File: src/rtl/hood_mode_ctrl_if.sv
// hood_mode_ctrl_if: key/tick/done inputs and fan/clean/status outputs of the hood scheduler
interface hood_mode_ctrl_if #(parameter int WT_W = 17);
    logic            tick_1hz;
    logic            power_key;
    logic            menu_key;
    logic            lvl1_key;
    logic            lvl2_key;
    logic            lvl3_key;
    logic            clean_key;
    logic            clean_done;
    logic [1:0]      fan_level;
    logic            clean_start;
    logic            clean_abort;
    logic [2:0]      state;
    logic [7:0]      remaining;
    logic [WT_W-1:0] work_time;
    logic            remind;
    modport master (
        output tick_1hz, power_key, menu_key, lvl1_key, lvl2_key, lvl3_key, clean_key, clean_done,
        input  fan_level, clean_start, clean_abort, state, remaining, work_time, remind
    );
    modport slave (
        input  tick_1hz, power_key, menu_key, lvl1_key, lvl2_key, lvl3_key, clean_key, clean_done,
        output fan_level, clean_start, clean_abort, state, remaining, work_time, remind
    );
endinterface

File: src/rtl/hood_mode_ctrl.sv
// hood_mode_ctrl: range-hood mode scheduler (fan level, hurricane timing, self-clean, work time); HOOD_AUTO_OFF_EN adds standby auto-off
module hood_mode_ctrl #(
    parameter int HURRICANE_SEC = 60,
    parameter int RETURN_SEC    = 60,
    parameter int REMIND_SEC    = 36000,
    parameter int WT_W          = 17,
    parameter int IDLE_SEC      = 30
) (
    input logic clk,
    input logic rst,
    hood_mode_ctrl_if.slave bus
);
    typedef enum logic [2:0] {
        S_OFF, S_STANDBY, S_RUN, S_HURR, S_HURR_EXIT, S_CLEAN_REQ, S_CLEAN_WAIT
    } state_t;

    localparam logic [7:0]      HURR_LD  = 8'(HURRICANE_SEC);
    localparam logic [7:0]      RET_LD   = 8'(RETURN_SEC);
    localparam logic [WT_W-1:0] REMIND_V = WT_W'(REMIND_SEC);

    state_t          st, st_nxt;
    logic [1:0]      fan, fan_nxt, lvl_nxt;
    logic [7:0]      rem, rem_nxt;
    logic [WT_W-1:0] wt, wt_nxt;
    logic            hurr_used, cs, ca, remind, idle_exp;
    logic            k_pwr, k_cln, k_l3, k_l2, k_l1, k_menu;

    // only the highest-priority key of a cycle is seen by the FSM
    assign k_pwr  = bus.power_key;
    assign k_cln  = bus.clean_key & ~k_pwr;
    assign k_l3   = bus.lvl3_key & ~k_pwr & ~bus.clean_key;
    assign k_l2   = bus.lvl2_key & ~k_pwr & ~bus.clean_key & ~bus.lvl3_key;
    assign k_l1   = bus.lvl1_key & ~k_pwr & ~bus.clean_key & ~bus.lvl3_key & ~bus.lvl2_key;
    assign k_menu = bus.menu_key & ~k_pwr & ~bus.clean_key & ~bus.lvl3_key & ~bus.lvl2_key & ~bus.lvl1_key;

`ifdef HOOD_AUTO_OFF_EN
    logic [7:0] idle;
    logic       any_key;
    assign any_key  = |{bus.power_key, bus.clean_key, bus.lvl3_key, bus.lvl2_key, bus.lvl1_key, bus.menu_key};
    assign idle_exp = bus.tick_1hz && !any_key && idle == 8'(IDLE_SEC - 1);
    // idle seconds in standby; zero outside standby and whenever a key arrives
    always_ff @(posedge clk)
        idle <= (!rst || st != S_STANDBY || st_nxt != S_STANDBY || any_key) ? 8'd0 : idle + {7'd0, bus.tick_1hz};
`else
    assign idle_exp = 1'b0;
`endif

    // next state, fan level and countdown; countdowns load on the entry cycle
    always_comb begin
        st_nxt  = st;
        lvl_nxt = fan;
        rem_nxt = 8'd0;
        case (st)
            S_OFF: st_nxt = k_pwr ? S_STANDBY : S_OFF;
            S_STANDBY:
                if (k_pwr) st_nxt = S_OFF;
                else if (k_cln) st_nxt = S_CLEAN_REQ;
                else if (k_l3 && !hurr_used) st_nxt = S_HURR;
                else if (k_l2 || k_l1) begin
                    st_nxt  = S_RUN;
                    lvl_nxt = k_l2 ? 2'd2 : 2'd1;
                end
                else if (idle_exp) st_nxt = S_OFF;
            S_RUN:
                if (k_pwr) st_nxt = S_OFF;
                else if (k_l3 && !hurr_used) st_nxt = S_HURR;
                else if (k_l2 || k_l1) lvl_nxt = k_l2 ? 2'd2 : 2'd1;
                else if (k_menu) st_nxt = S_STANDBY;
            S_HURR:
                if (k_pwr) st_nxt = S_OFF;
                else if (k_menu) st_nxt = S_HURR_EXIT;
                else if (bus.tick_1hz && rem == 8'd1) begin
                    st_nxt  = S_RUN;
                    lvl_nxt = 2'd2;
                end
                else rem_nxt = rem - {7'd0, bus.tick_1hz};
            S_HURR_EXIT:
                if (k_pwr) st_nxt = S_OFF;
                else if (bus.tick_1hz && rem == 8'd1) st_nxt = S_STANDBY;
                else rem_nxt = rem - {7'd0, bus.tick_1hz};
            S_CLEAN_REQ: st_nxt = S_CLEAN_WAIT;
            S_CLEAN_WAIT:
                if (k_pwr) st_nxt = S_OFF;
                else if (bus.clean_done) st_nxt = S_STANDBY;
            default: st_nxt = S_OFF;
        endcase
        if (st_nxt == S_HURR && st != S_HURR) rem_nxt = HURR_LD;
        if (st_nxt == S_HURR_EXIT && st != S_HURR_EXIT) rem_nxt = RET_LD;
        fan_nxt = (st_nxt == S_RUN) ? lvl_nxt : (st_nxt == S_HURR || st_nxt == S_HURR_EXIT) ? 2'd3 : 2'd0;
    end

    // work time counts fan-on seconds, saturates, and clears when a self-clean completes
    always_comb begin
        wt_nxt = (st == S_CLEAN_WAIT && !k_pwr && bus.clean_done) ? '0 :
                 (bus.tick_1hz && fan != 2'd0 && wt != '1) ? wt + WT_W'(1) : wt;
    end

    // registered state and outputs
    always_ff @(posedge clk) begin
        if (!rst) begin
            st        <= S_OFF;
            fan       <= 2'd0;
            rem       <= 8'd0;
            hurr_used <= 1'b0;
            wt        <= '0;
            remind    <= 1'b0;
            cs        <= 1'b0;
            ca        <= 1'b0;
        end else begin
            st        <= st_nxt;
            fan       <= fan_nxt;
            rem       <= rem_nxt;
            hurr_used <= (st_nxt == S_OFF) ? 1'b0 : (st_nxt == S_HURR) ? 1'b1 : hurr_used;
            wt        <= wt_nxt;
            remind    <= wt_nxt >= REMIND_V;
            cs        <= st_nxt == S_CLEAN_REQ;
            ca        <= st == S_CLEAN_WAIT && k_pwr;
        end
    end

    assign bus.state       = st;
    assign bus.fan_level   = fan;
    assign bus.remaining   = rem;
    assign bus.work_time   = wt;
    assign bus.remind      = remind;
    assign bus.clean_start = cs;
    assign bus.clean_abort = ca;
endmodule

File: src/flat_wrapper.sv
// flat-port wrapper written by rule: the top's interface ports become plain ports
module hood_mode_ctrl_flat 
#(
    parameter int HURRICANE_SEC = 60,
    parameter int RETURN_SEC    = 60,
    parameter int REMIND_SEC    = 36000,
    parameter int WT_W          = 17,
    parameter int IDLE_SEC      = 30
)
  (clk, rst, bus_tick_1hz, bus_power_key, bus_menu_key, bus_lvl1_key, bus_lvl2_key, bus_lvl3_key, bus_clean_key, bus_clean_done, bus_fan_level, bus_clean_start, bus_clean_abort, bus_state, bus_remaining, bus_work_time, bus_remind);
  hood_mode_ctrl_if #(.WT_W(WT_W)) bus_i ();
  input logic clk;
  input logic rst;
  input wire logic [$bits(bus_i.tick_1hz)-1:0] bus_tick_1hz;
  input wire logic [$bits(bus_i.power_key)-1:0] bus_power_key;
  input wire logic [$bits(bus_i.menu_key)-1:0] bus_menu_key;
  input wire logic [$bits(bus_i.lvl1_key)-1:0] bus_lvl1_key;
  input wire logic [$bits(bus_i.lvl2_key)-1:0] bus_lvl2_key;
  input wire logic [$bits(bus_i.lvl3_key)-1:0] bus_lvl3_key;
  input wire logic [$bits(bus_i.clean_key)-1:0] bus_clean_key;
  input wire logic [$bits(bus_i.clean_done)-1:0] bus_clean_done;
  output wire logic [$bits(bus_i.fan_level)-1:0] bus_fan_level;
  output wire logic [$bits(bus_i.clean_start)-1:0] bus_clean_start;
  output wire logic [$bits(bus_i.clean_abort)-1:0] bus_clean_abort;
  output wire logic [$bits(bus_i.state)-1:0] bus_state;
  output wire logic [$bits(bus_i.remaining)-1:0] bus_remaining;
  output wire logic [$bits(bus_i.work_time)-1:0] bus_work_time;
  output wire logic [$bits(bus_i.remind)-1:0] bus_remind;
  assign bus_i.tick_1hz = bus_tick_1hz;
  assign bus_i.power_key = bus_power_key;
  assign bus_i.menu_key = bus_menu_key;
  assign bus_i.lvl1_key = bus_lvl1_key;
  assign bus_i.lvl2_key = bus_lvl2_key;
  assign bus_i.lvl3_key = bus_lvl3_key;
  assign bus_i.clean_key = bus_clean_key;
  assign bus_i.clean_done = bus_clean_done;
  assign bus_fan_level = bus_i.fan_level;
  assign bus_clean_start = bus_i.clean_start;
  assign bus_clean_abort = bus_i.clean_abort;
  assign bus_state = bus_i.state;
  assign bus_remaining = bus_i.remaining;
  assign bus_work_time = bus_i.work_time;
  assign bus_remind = bus_i.remind;
  hood_mode_ctrl #(.HURRICANE_SEC(HURRICANE_SEC), .RETURN_SEC(RETURN_SEC), .REMIND_SEC(REMIND_SEC), .WT_W(WT_W), .IDLE_SEC(IDLE_SEC)) u_core (.clk(clk), .rst(rst), .bus(bus_i));
endmodule
File: config.mk
export PLATFORM = sky130hd
export DESIGN_NAME = hood_mode_ctrl_flat
export DESIGN_NICKNAME = d
export VERILOG_FILES = /design/src/rtl/hood_mode_ctrl_if.sv /design/src/rtl/hood_mode_ctrl.sv /design/src/flat_wrapper.sv
export SDC_FILE = /design/constraint.sdc
export NUM_CORES = 1
export LEC_CHECK = 0
export ABC_AREA = 1
export BUFFER_PORTS_ARGS = -buffer_cell sky130_fd_sc_hd__buf_4
export CAP_MARGIN = 15
export CORE_MARGIN = 3
export CORE_UTILIZATION = 51
export CTS_BUF_LIST = sky130_fd_sc_hd__clkbuf_16
export CTS_CLUSTER_SIZE = 25
export DETAILED_ROUTE_END_ITERATION = 16
export PLACE_DENSITY = 0.75
export SYNTH_ARGS = -nofsm -noshare
export SYNTH_HDL_FRONTEND = slang
export SYNTH_SLANG_ARGS = --single-unit
export TNS_END_PERCENT = 5
File: constraint.sdc
create_clock -name clk -period 2.6 [get_ports clk]
set_input_delay 0.13 -clock clk [delete_from_list [all_inputs] [get_ports clk]]
set_output_delay 0.13 -clock clk [all_outputs]
set_load 0.03 [all_outputs]
==> results.cfg, run 1 <==
[yosys]
syn_avg_cell_area_um2 = 6.23
synth-compound-area-share_pct = 6.23
synth_top_family_by_area = simple AND/OR/NAND/NOR gates
ys_warn_count = 0
synth_seq_area_share_pct = 31.4
synthAdderAreaFrac_pct = 2.31
syn_area_um2 = 2170
ys_ff_latch = 34
synth_cell_types = 29
yosys.area_share.simple_pct = 44.7
syn_inst = 348
synth_mux_area_share_pct = 0.462
syn_nets = 362
synthXorXnorAreaFrac_pct = 3.23

[timing]
grt_setup_unrepaired = no
slew-limit-headroom_pct = 69.2
hold_viol = 0
max_freq_mhz = 428
fin_crit_sh_pct = 89.8
setup_viol = 0
slew_viol_final = 0
fin_ws_ps = 265
max_slew.worst_pin.slew_ps = 458
fin_tns_setup_ps = 0
period_needed_ps = 2340
skew_ps = 8.74

[power]
p_leak_nw = 1.35
power_mw = 1.24
ir_drop_v = 0.000339
power.density_nw_per_um2 = 455

[cts]
cts_hold_buf = 0
clk_pin_slew_ps = 60
clk_latency_ps = 280
cts_tree = yes
cts_made_buffers = 5
cts_root_buf = clkbuf_16
clock_sinks = 34
h-tree-depth = 2
clockBufferDepth = 2

[floorplan]
die_x_um = 71.2
rows = 23
die_h_um = 71.2
coreArea_um2 = 4060
dieArea_um2 = 5070
io_pins = 43
initial_core_util_pct = 53.4

[routing]
wire_per_inst_um = 12.1
final_antenna_net_count = 0
wirelength_mm = 5.44
num_vias = 2274
drt_iter0_drc = 129
post_drt_via_cell_ratio = 5.08
drc = 0
drt-pass1-iter-count = 4

[placed_design]
place_ws_ps = 175
place_hpwl_mm = 4.08
gp_congestion = 0.930
placed_area_um2 = 2520
io_buffers = 42

[finish]
num-fill-cells = 375
final_nets = 411
drive_gt1_share_pct = 21.1
seq_area_um2 = 681
antenna_cells = 0
final_common_cell = nand2_1
final_cell_area_um2 = 2720
layout_common_cells = nand2_1 (97), inv_1 (51), nor2_1 (47)
area_delta_synth_final_pct = 25.4
multi_input_area_um2 = 1260

[global_route]
grt_pass1_wl_mm = 9.03
grt_max_degree = 18
antenna_found_initial = 0
grt_overflow_total = 0
grt_pass1_vias = 2008
grtUsageTotal_pct = 22.0

[worst_hold_path]
hold_class = in -> reg

[setup_path]
worst_setup_path_start_kind = flip-flop
crit_path_end_kind = flip-flop
cp_max_fo = 6
required_ps = 2830
rrSetupSlack_ps = 260
worst-setup-path-type = reg -> reg
crit_arrival_ps = 2560

[job]
maxCapViolCount = 0

[outcome]
status = finished clean
[report_power, final]
| part | total, mW | switching (mW) | leakage (nW) | internal [mW] |
|---|---|---|---|---|
| registers | 0.531 | 0.00558 | 0.274 | 0.526 |
| clock network | 0.587 | 0.232 | 0.0698 | 0.354 |
| logic | 0.119 | 0.0761 | 1.01 | 0.0431 |
[worst paths after layout]
kind / startpoint / end / cells after the start
hold reg to reg: u_core.bus.work_time[1]$_SDFF_PN0_ / u_core.bus.work_time[1]$_SDFF_PN0_ / 2
setup reg to reg: u_core.bus.work_time[9]$_SDFF_PN0_ / u_core.bus.remind$_SDFF_PN0_ / 16
setup / recovery: u_core.bus.work_time[9]$_SDFF_PN0_ / u_core.bus.remind$_SDFF_PN0_ / 16
hold / removal: rst / u_core.bus.remaining[5]$_SDFF_PN0_ / 3
[registers in the layout, indices dropped and copies added, names as in the netlist]
register / flops
u_core.bus.clean_start: 1
u_core.bus.clean_abort: 1
u_core.bus.state: 3
u_core.hurr_used: 1
u_core.bus.remaining: 8
u_core.bus.work_time: 17
u_core.bus.remind: 1
u_core.bus.fan_level: 2
[layout make-up]
cell class                 instances  share of cell area, %
multi-input combinational        251                   46.4
clock buffer                       5                   4.60
tap                               50                   2.30
inverter                          59                   8.15
clock inverter                     3                  0.782
timing repair buffer              46                   12.7
sequential                        34                   25.0
[metal layers]
layer  global-route usage [%]  vias up  part of all wire [%]
li1                         -     1190                     -
met1                     32.2     1010                    50
met2                     31.9       70                    43
met3                     4.69        4                   6.2
met4                     7.10        0                  0.70
met5                        0        -                     0
[stage by stage]
stage | utilization, % | instances | hold WS (ps)
final | 67.0 | 448 | 114
after global routing | 67.0 | 448 | 122
after CTS | 65.8 | 445 | 102
after detailed placement | 62.2 | 437 | 391
after global placement | 62.2 | 437 | 388
after floorplan | - | 348 | 307
[Yosys cell counts]
master	count	share of area [%]
a21boi_0	1	0.35
a21oi_1	7	1.6
a21oi_2	3	1.2
a21oi_4	1	0.75
buf_2	1	0.23
buf_6	2	1.0
clkbuf_1	1	0.17
clkinv_1	1	0.17
dfxtp_1	34	31
ha_1	4	2.3
inv_1	51	8.8
inv_2	7	1.2
mux2i_1	1	0.46
nand2_1	97	17
nand2_2	6	1.7
nand3_1	30	6.9
nand3_2	4	1.8
nand4_1	8	2.3
nor2_1	48	8.3
nor2_2	3	0.87
nor2_4	3	1.6
nor3_1	17	3.9
nor3_2	1	0.46
o211ai_1	1	0.35
o21ai_0	6	1.4
o21ai_1	1	0.23
o21bai_1	1	0.35
xnor2_1	1	0.40
xor2_1	7	2.8
[worst max-delay path, cell delays in order (launching register included)]
cell     delay (ps)
dfxtp_1         410
nand2_1         110
nor3_1          320
nand2_1          90
nor3_1          160
ha_1            170
inv_1            80
nand2_1         110
a21oi_4          60
buf_4           150
o21ai_0         190
nand2_1         100
nor2_1          120
nand2_1          60
nand2_1          50
nand2_1          40
nand2_1          50
[cell families after synthesis]
logic type,count (synthesis)
fa+ha+maj,4
mux,1
simple gates,217
flops,34
xor+xnor,8
buf+inv,63
compound gates,21
[repair_timing]
item	in CTS	in global routing
gates resized for setup	0	5
endpoints found under the setup margin	0	2
setup buffers	0	3
No activity file was read; power rests on OpenSTA's default activity.
==> run 2: changes to the inputs <==
--- a/config.mk
+++ b/config.mk
@@ -10,7 +10,6 @@
 export CAP_MARGIN = 15
 export CORE_MARGIN = 3
 export CORE_UTILIZATION = 51
-export CTS_BUF_LIST = sky130_fd_sc_hd__clkbuf_16
 export CTS_CLUSTER_SIZE = 25
 export DETAILED_ROUTE_END_ITERATION = 16
 export PLACE_DENSITY = 0.75
==> results.cfg, run 2 (synthesis results as in run 1) <==
[outcome]
status = finished clean

[finish]
final_cell_area_um2 = 2660
fin_util_pct = 65.6
stdcell_count = 448
num-fill-cells = 384
largest_register_ffs = 17
drive_gt1_share_pct = 21.1
layout_common_cells = nand2_1 (97), inv_1 (51), nor2_1 (47)
seq_area_um2 = 681
multi_input_area_um2 = 1260
antenna_cells = 0
area_delta_synth_final_pct = 22.8
final_common_cell = nand2_1
final_nets = 411

[power]
pwr-share-comb_pct = 11.2
power.density_nw_per_um2 = 393
swShare_pct = 27.7
power.switching_uw = 289
power_mw = 1.05
ir_drop_v = 0.000286
clkPwrFrac_pct = 38.0
p_leak_nw = 1.33
internal_power_uw = 756
power_frac_seq_pct = 50.7

[cts]
clk_latency_ps = 290
clockBufferDepth = 2
cts_tree = yes
clk_pin_slew_ps = 70
cts_made_buffers = 5
clock_sinks = 34
h-tree-depth = 2
cts_root_buf = clkbuf_8

[job]
maxCapViolCount = 0

[floorplan]
coreArea_um2 = 4060
initial_core_util_pct = 53.4
rows = 23
dieArea_um2 = 5070
io_pins = 43
die_x_um = 71.2
die_h_um = 71.2

[global_route]
grt_pass1_wl_mm = 8.85
grt_util_met3_pct = 4.83
use_met2_pct = 31.3
top_usage_layer = met1
antenna_found_initial = 0
grt_max_degree = 18
grtUsageTotal_pct = 21.5
grt_util_met1_pct = 31.5
grt_overflow_total = 0
grt_pass1_vias = 1998

[setup_path]
cp_max_fo = 6
worst_setup_path_start_kind = flip-flop
slowest_stage = dfxtp_1
critical_path.most_common_cell = nand2_1
required_ps = 2840
crit_arrival_ps = 2570
worst-setup-path-type = reg -> reg
cpPeakStageDelay_ps = 380
crit_chain = inv_1 -> nor3_1 -> nand2_1 -> nor3_1 -> ha_1 -> inv_1 -> nand2_1 -> a21oi_4 -> buf_4 -> o21ai_0 -> nand2_1 -> nor2_1 -> nand2_1 -> nand2_1 -> nand2_1 -> nand2_1
crit_path_end_kind = flip-flop

[routing]
wire_per_inst_um = 11.7
drc = 0
wirelength_mm = 5.25
num_vias = 2246
post_drt_via_cell_ratio = 5.01
drt-pass1-iter-count = 4
drt_iter0_drc = 110
final_antenna_net_count = 0

[timing]
fin_tns_setup_ps = 0
setup_viol = 0
fin_crit_sh_pct = 89.8
fin_ws_ps = 266
slew-limit-headroom_pct = 70.8
skew_ps = 9.25
whs_ps = 93.6
slew_viol_final = 0
hold_viol = 0
max_freq_mhz = 429
max_slew.worst_pin.slew_ps = 435
period_needed_ps = 2330
grt_setup_unrepaired = no

[placed_design]
place_ws_ps = 175
gp_congestion = 0.930
io_buffers = 42
place_hpwl_mm = 4.08
place_inst = 437
placed_area_um2 = 2520

[worst_hold_path]
hold_class = in -> reg
-- run 2: metal layers --
| metal | wire (um) | part of all wire [%] | vias to the layer above |
|---|---|---|---|
| met5 | 0 | 0 | - |
| met4 | 54 | 1.0 | 0 |
| met3 | 398 | 7.6 | 7 |
| met2 | 2200 | 42 | 75 |
| met1 | 2600 | 49 | 983 |
| li1 | - | - | 1181 |
-- run 2: layout make-up --
type	count	area share, %
Multi-Input combinational cell	251	47.4
Sequential cell	34	25.6
Timing Repair Buffer	46	13.0
Inverter	59	8.32
Clock buffer	5	2.58
Tap cell	50	2.35
Clock inverter	3	0.799
-- run 2: worst max-delay path: cells and delay by family (launching register included) --
| kind | cells | cell delay (ps) |
|---|---|---|
| AOI/OAI and AO/OA | 2 | 250 |
| adders and majority gates | 1 | 170 |
| buffers and inverters | 3 | 320 |
| DFF | 1 | 380 |
| and+or+nand+nor | 10 | 1170 |
-- run 2: power groups by stage --
stage / logic [mW] / registers [mW] / clock network [mW]
6_report: 0.117 / 0.530 / 0.398
5_1_grt: 0.131 / 0.531 / 0.424
4_1_cts: 0.114 / 0.530 / 0.405
3_5_place_dp: 0.114 / 0.543 / 0
3_3_place_gp: 0.113 / 0.543 / 0
2_1_floorplan: 0.0725 / 0.550 / 0
-- run 2: worst paths after layout --
check	startpoint	endpoint	slack [ps]	cells past startpoint
setup / recovery	u_core.bus.work_time[8]$_SDFF_PN0_	u_core.bus.remind$_SDFF_PN0_	270	16
hold / removal	rst	u_core.bus.remaining[5]$_SDFF_PN0_	90	3
setup reg to reg	u_core.bus.work_time[8]$_SDFF_PN0_	u_core.bus.remind$_SDFF_PN0_	270	16
hold reg to reg	u_core.bus.work_time[1]$_SDFF_PN0_	u_core.bus.work_time[1]$_SDFF_PN0_	520	2
-- run 2: what timing repair did --
action / in CTS / in global routing
setup endpoints to repair: 0 / 2
hold endpoints to repair: 0 / 0
hold buffers: 0 / 0
buffers inserted: 0 / 3
resized for setup: 0 / 5
